[config.mk]
export PLATFORM = sky130hd
export DESIGN_NAME = program_sequencer
export DESIGN_NICKNAME = d
export VERILOG_FILES = /design/src/rtl/program_sequencer.sv
export SDC_FILE = /design/constraint.sdc
export NUM_CORES = 1
export LEC_CHECK = 0
export ABC_AREA = 1
export CAP_MARGIN = 10
export CORE_ASPECT_RATIO = 1.5
export CORE_UTILIZATION = 40
export CTS_BUF_LIST = sky130_fd_sc_hd__clkbuf_8
export DETAILED_ROUTE_END_ITERATION = 8
export HOLD_SLACK_MARGIN = 0.03
export PLACE_DENSITY = 0.81
export SETUP_SLACK_MARGIN = 0.4
export SLEW_MARGIN = 20
export SYNTH_ARGS = -nofsm -noshare
export SYNTH_HDL_FRONTEND = slang
export SYNTH_SLANG_ARGS = --single-unit
[constraint.sdc]
create_clock -name clk -period 1.2 [get_ports clk]
set_input_delay 0.24 -clock clk [delete_from_list [all_inputs] [get_ports clk]]
set_output_delay 0.24 -clock clk [all_outputs]
set_load 0.02 [all_outputs]
[src/rtl/program_sequencer.sv]
// program_sequencer: fetch/decode controller for computational_unit.
// Fetches 8-bit instructions, keeps pc, emits one EXEC cycle of controls.
module program_sequencer (
  input  logic       clk,
  input  logic       async_reset_n,
  input  logic [7:0] pm_data,
  input  logic       pm_ready,
  input  logic       r_eq_0,
  output logic [7:0] pm_addr,
  output logic       pm_rd,
  output logic       cu_sync_reset,
  output logic [8:0] reg_en,
  output logic [3:0] source_sel,
  output logic [3:0] ir_nibble,
  output logic       i_sel,
  output logic       x_sel,
  output logic       y_sel,
  output logic       halted
);

  typedef enum logic [2:0] {
    S_SYNC,
    S_FETCH,
    S_EXEC,
    S_OPERAND,
    S_HALT
  } state_t;

  state_t     state, state_nx;
  logic [7:0] pc, pc_nx;
  logic [7:0] ir, ir_nx;
  logic       taken, taken_nx;
  logic [7:0] pc_inc;

  assign pc_inc  = pc + 8'd1;
  assign pm_addr = pc;

  // ddd code 4 is o_reg, which lives at bit 8
  function automatic logic [8:0] dest_en(input logic [2:0] d);
    logic [8:0] r;
    r = '0;
    if (d == 3'd4) r[8] = 1'b1;
    else           r[d] = 1'b1;
    return r;
  endfunction

  always_ff @(posedge clk or negedge async_reset_n) begin
    if (!async_reset_n) begin
      state <= S_SYNC;
      pc    <= '0;
      ir    <= '0;
      taken <= 1'b0;
    end else begin
      state <= state_nx;
      pc    <= pc_nx;
      ir    <= ir_nx;
      taken <= taken_nx;
    end
  end

  always_comb begin
    state_nx      = state;
    pc_nx         = pc;
    ir_nx         = ir;
    taken_nx      = taken;
    pm_rd         = 1'b0;
    cu_sync_reset = 1'b0;
    reg_en        = '0;
    source_sel    = '0;
    ir_nibble     = '0;
    i_sel         = 1'b0;
    x_sel         = 1'b0;
    y_sel         = 1'b0;
    halted        = 1'b0;
    unique case (state)
      S_SYNC: begin
        cu_sync_reset = 1'b1;
        state_nx      = S_FETCH;
      end
      S_FETCH: begin
        pm_rd = 1'b1;
        if (pm_ready) begin
          ir_nx    = pm_data;
          pc_nx    = pc_inc;
          state_nx = S_EXEC;
        end
      end
      S_EXEC: begin
        state_nx = S_FETCH;
        unique case (1'b1)
          !ir[7]: begin
            source_sel = 4'd8;
            ir_nibble  = ir[3:0];
            reg_en     = dest_en(ir[6:4]);
          end
          ir[7:6] == 2'b10: begin
            source_sel = {1'b0, ir[2:0]};
            reg_en     = dest_en(ir[5:3]);
            i_sel      = (ir == 8'hB6);
          end
          ir[7:5] == 3'b110: begin
            x_sel     = ir[4];
            y_sel     = ir[3];
            ir_nibble = {1'b0, ir[2:0]};
            reg_en    = 9'h010;
          end
          ir[7:4] == 4'hE: begin
            if (ir[3:0] == 4'h0) begin
              taken_nx = 1'b1;
              state_nx = S_OPERAND;
            end else if (ir[3:0] == 4'h1) begin
              taken_nx = !r_eq_0;
              state_nx = S_OPERAND;
            end else if (ir[3:0] == 4'h2) begin
              taken_nx = r_eq_0;
              state_nx = S_OPERAND;
            end
          end
          ir[7:3] == 5'b11110: begin
            source_sel = 4'd9;
            reg_en     = dest_en(ir[2:0]);
          end
          default: begin
            if (ir == 8'hFF) state_nx = S_HALT;
          end
        endcase
      end
      S_OPERAND: begin
        pm_rd = 1'b1;
        if (pm_ready) begin
          pc_nx    = taken ? pm_data : pc_inc;
          state_nx = S_FETCH;
        end
      end
      S_HALT: begin
        halted = 1'b1;
      end
      default: begin
        state_nx = S_SYNC;
      end
    endcase
  end

endmodule

==> flow_summary.yaml <==
run_status:
  status: "finished, violations left"
  violations: "setup timing"
route:
  routed_wirelength_mm: 11.2
  post-route-drc-count: 0
  num_vias: 2819
  final_antenna_net_count: 0
  drt_iter0_drc: 348
  wl_per_cell_um: 26.7
  first_pass_iters: 5
  viasPerCell: 6.74
timing:
  setup_ws_ps: -759
  tightest_slew_ps: 397
  slew_violations: 0
  skew_ps: 4.11
  min_period_ps: 1960
  tns_ps: -17480
  rsz0062_at_grt: "yes"
  finalHoldViolations: 0
  fmax_mhz: 510
  slew_headroom_pct: 73.3
  finalSetupViolations: 43
  fin_crit_sh_pct: 163
setup_path:
  cp_max_fo: 4
  arrival_ps: 1720
  r2r_end: "state[1]$_DFFE_PN0P_"
  crit_required_ps: 960
  path_class: "flop to primary output"
  reg2reg_slack_ps: -330
  critPathLaunchType: "flop"
  r2r-start: "ir[6]$_DFFE_PN0P_"
  end_kind: "primary output"
  worstRegToRegCells: 11
floorplan:
  pin_count: 43
  initial_utilization_pct: 42.4
  die_height_um: 78.9
  core_sq_um: 3720
  die_w_um: 53.3
  dieArea_sq_um: 4200
  rows: 27
final_layout:
  layout.nets: 388
  multi_input_area_sq_um: 1560
  drive_above_1_share_pct: 68.2
  n_fill_cell: 52
  regArea_sq_um: 513
  fin_util_pct: 97.7
  area_growth_pct: 130
logic_synthesis:
  synth_cell_type_count: 25
  synth-seq-area-share_pct: 31.7
  synth_warnings: 0
  synth_area_sq_um: 1580
  synthMuxAreaShare_pct: 0
  synthXorXnorAreaFrac_pct: 0.556
  synth_compound_area_share_pct: 14.0
  synthAdderAreaFrac_pct: 0.794
  ys_seq_elements: 20
  synthCells: 243
  synth_top_family_by_area: "simple AND/OR/NAND/NOR gates"
  syn_nets: 256
  yosys.area.top_type_share_pct: 31.7
  synth-simple-area-share_pct: 41.6
  synth_area_leader_cell: "dfrtp_1"
  avgSynthCellArea_sq_um: 6.49
  netlist_top_cells_area: "dfrtp_1, nand2_1, nor2_1, nand3_1, inv_1"
grt:
  grt_pass1_vias: 2377
  antenna_found_initial: 1
  grt.overflow.total: 0
  grt_start_max_net_pins: 21
  grt_pass1_wl_mm: 11.7
  grtUsageTotal_pct: 38.9
clock_network:
  h-tree-depth: 1
  clk_latency_ps: 270
  cts_buffer_depth: 2
  cts_root_buffer: "clkbuf_8"
  cts_tree: "done"
  cts_buffers: 3
  clk_pin_slew_worst_paths_ps: 80
  cts.sinks: 20
placement:
  dp_hpwl_mm: 3.76
  gp_congestion: 0.921
  io_buffers: 42
power_and_ir_drop:
  ir_drop_v: 0.00267
  pwr_density_cell_nw_per_um2: 2800
  power_leakage_uw: 0.00162
  power_uw: 10200
run:
  maxCapViolCount: 0
hold_path:
  hold_path.class: "primary input to async pin"
## Yosys cell counts (all sizes together)
master,count
o21bai,1
dfrtp,20
o21ai,15
nand3,24
nor3,11
o22ai,6
ha,1
nand3b,4
buf,6
nand2,68
a21oi,14
inv,32
xor2,1
nor2,36
nand4,3
clkbuf,1
## metal layers
| metal | routed length (um) | up-vias | track usage (%) |
|---|---|---|---|
| met4 | 1370 | 0 | 30.3 |
| met1 | 3350 | 1284 | 39.6 |
| met5 | 0 | - | 0 |
| met3 | 1210 | 157 | 9.77 |
| li1 | - | 1058 | - |
| met2 | 5230 | 320 | 64.6 |
## through the flow
step / area, sq um / hold slack (ps) / setup WS, ps / cells
after floorplan: 1930 / -55.6 / -105 / 243
after global placement: 2710 / 475 / -746 / 371
after detailed placement: 2710 / 466 / -763 / 371
after CTS: 3220 / 313 / -492 / 398
after global routing: 3630 / 303 / -909 / 417
final: 3630 / 316 / -759 / 418
## flip-flops by register name, summed over array words and instances, names as in the netlist
signal	flops
pm_addr	8
taken	1
state	3
ir	8
## how the worst max path moves through the flow
stage	start	to	slack (ps)	cells after the start
finish	ir[7]$_DFFE_PN0P_	reg_en[2]	-760	7
floorplan	ir[3]$_DFFE_PN0P_	reg_en[0]	-100	5
global route	ir[7]$_DFFE_PN0P_	reg_en[2]	-910	7
global placement	ir[7]$_DFFE_PN0P_	reg_en[8]	-750	7
detailed placement	ir[7]$_DFFE_PN0P_	reg_en[8]	-760	7
CTS	ir[5]$_DFFE_PN0P_	reg_en[0]	-490	7
## cell families (layout without fill, tap and decap cells)
| group | Yosys count | in the layout |
|---|---|---|
| AOI/OAI and AO/OA | 36 | 36 |
| other | 0 | 1 |
| xor gates and xnor gates | 1 | 1 |
| buffers and inverters | 39 | 169 |
| DFF | 20 | 20 |
| and+or+nand+nor | 146 | 147 |
| adders and majority gates | 1 | 1 |
## layout by cell type, fill, tap and decap left out, types with 2 or more instances in the layout
| master | n |
|---|---|
| nor2_1 | 11 |
| nor3_1 | 2 |
| nand2_2 | 14 |
| nand2_8 | 6 |
| buf_2 | 2 |
| nor2_4 | 13 |
| a21oi_4 | 7 |
| nand3_2 | 5 |
| nand2_1 | 43 |
| a21oi_2 | 4 |
| inv_6 | 4 |
| nand3_4 | 7 |
| clkdlybuf4s50_1 | 11 |
| nand3b_1 | 4 |
| nand2_4 | 6 |
| o22ai_2 | 6 |
| inv_2 | 7 |
| a21oi_1 | 3 |
| inv_1 | 16 |
| nor3_4 | 9 |
| o21ai_2 | 11 |
| clkbuf_8 | 4 |
| inv_4 | 3 |
| dfrtp_1 | 10 |
| nand3_1 | 12 |
| nand4_1 | 2 |
| nor2_2 | 12 |
| o21ai_1 | 3 |
| buf_6 | 48 |
| buf_12 | 4 |
| dfrtp_2 | 10 |
| buf_4 | 66 |
## timing repair
item / in CTS / in global routing
setup buffers: 21 / 19
gates cloned: 2 / 0
endpoints found under the setup margin: 51 / 51
endpoints found under the hold margin: 0 / 0
pin swaps: 18 / 24
resized for setup: 249 / 64
hold buffers: 0 / 0
## area by class of cell
cell class	count	share of cell area [%]
sequential	20	14.1
inverter	32	4.62
multi-input combinational	185	43.0
tap	43	1.48
timing repair buffer	133	35.2
antenna	1	0.0689
clock buffer	4	1.52
## worst max-delay path: stages, from the launching register on
cell and delay (ps):
dfrtp_2 450, inv_6 70, nor2_4 180, nand2_1 170, nor2_2 180, nor2_1 100, a21oi_4 170, buf_6 130
## power by group
group          internal [uW]  switching [uW]
Sequential              1000             465
Combinational           3480            4670
Clock                    294             258
Power figures use the tool's default switching activity.
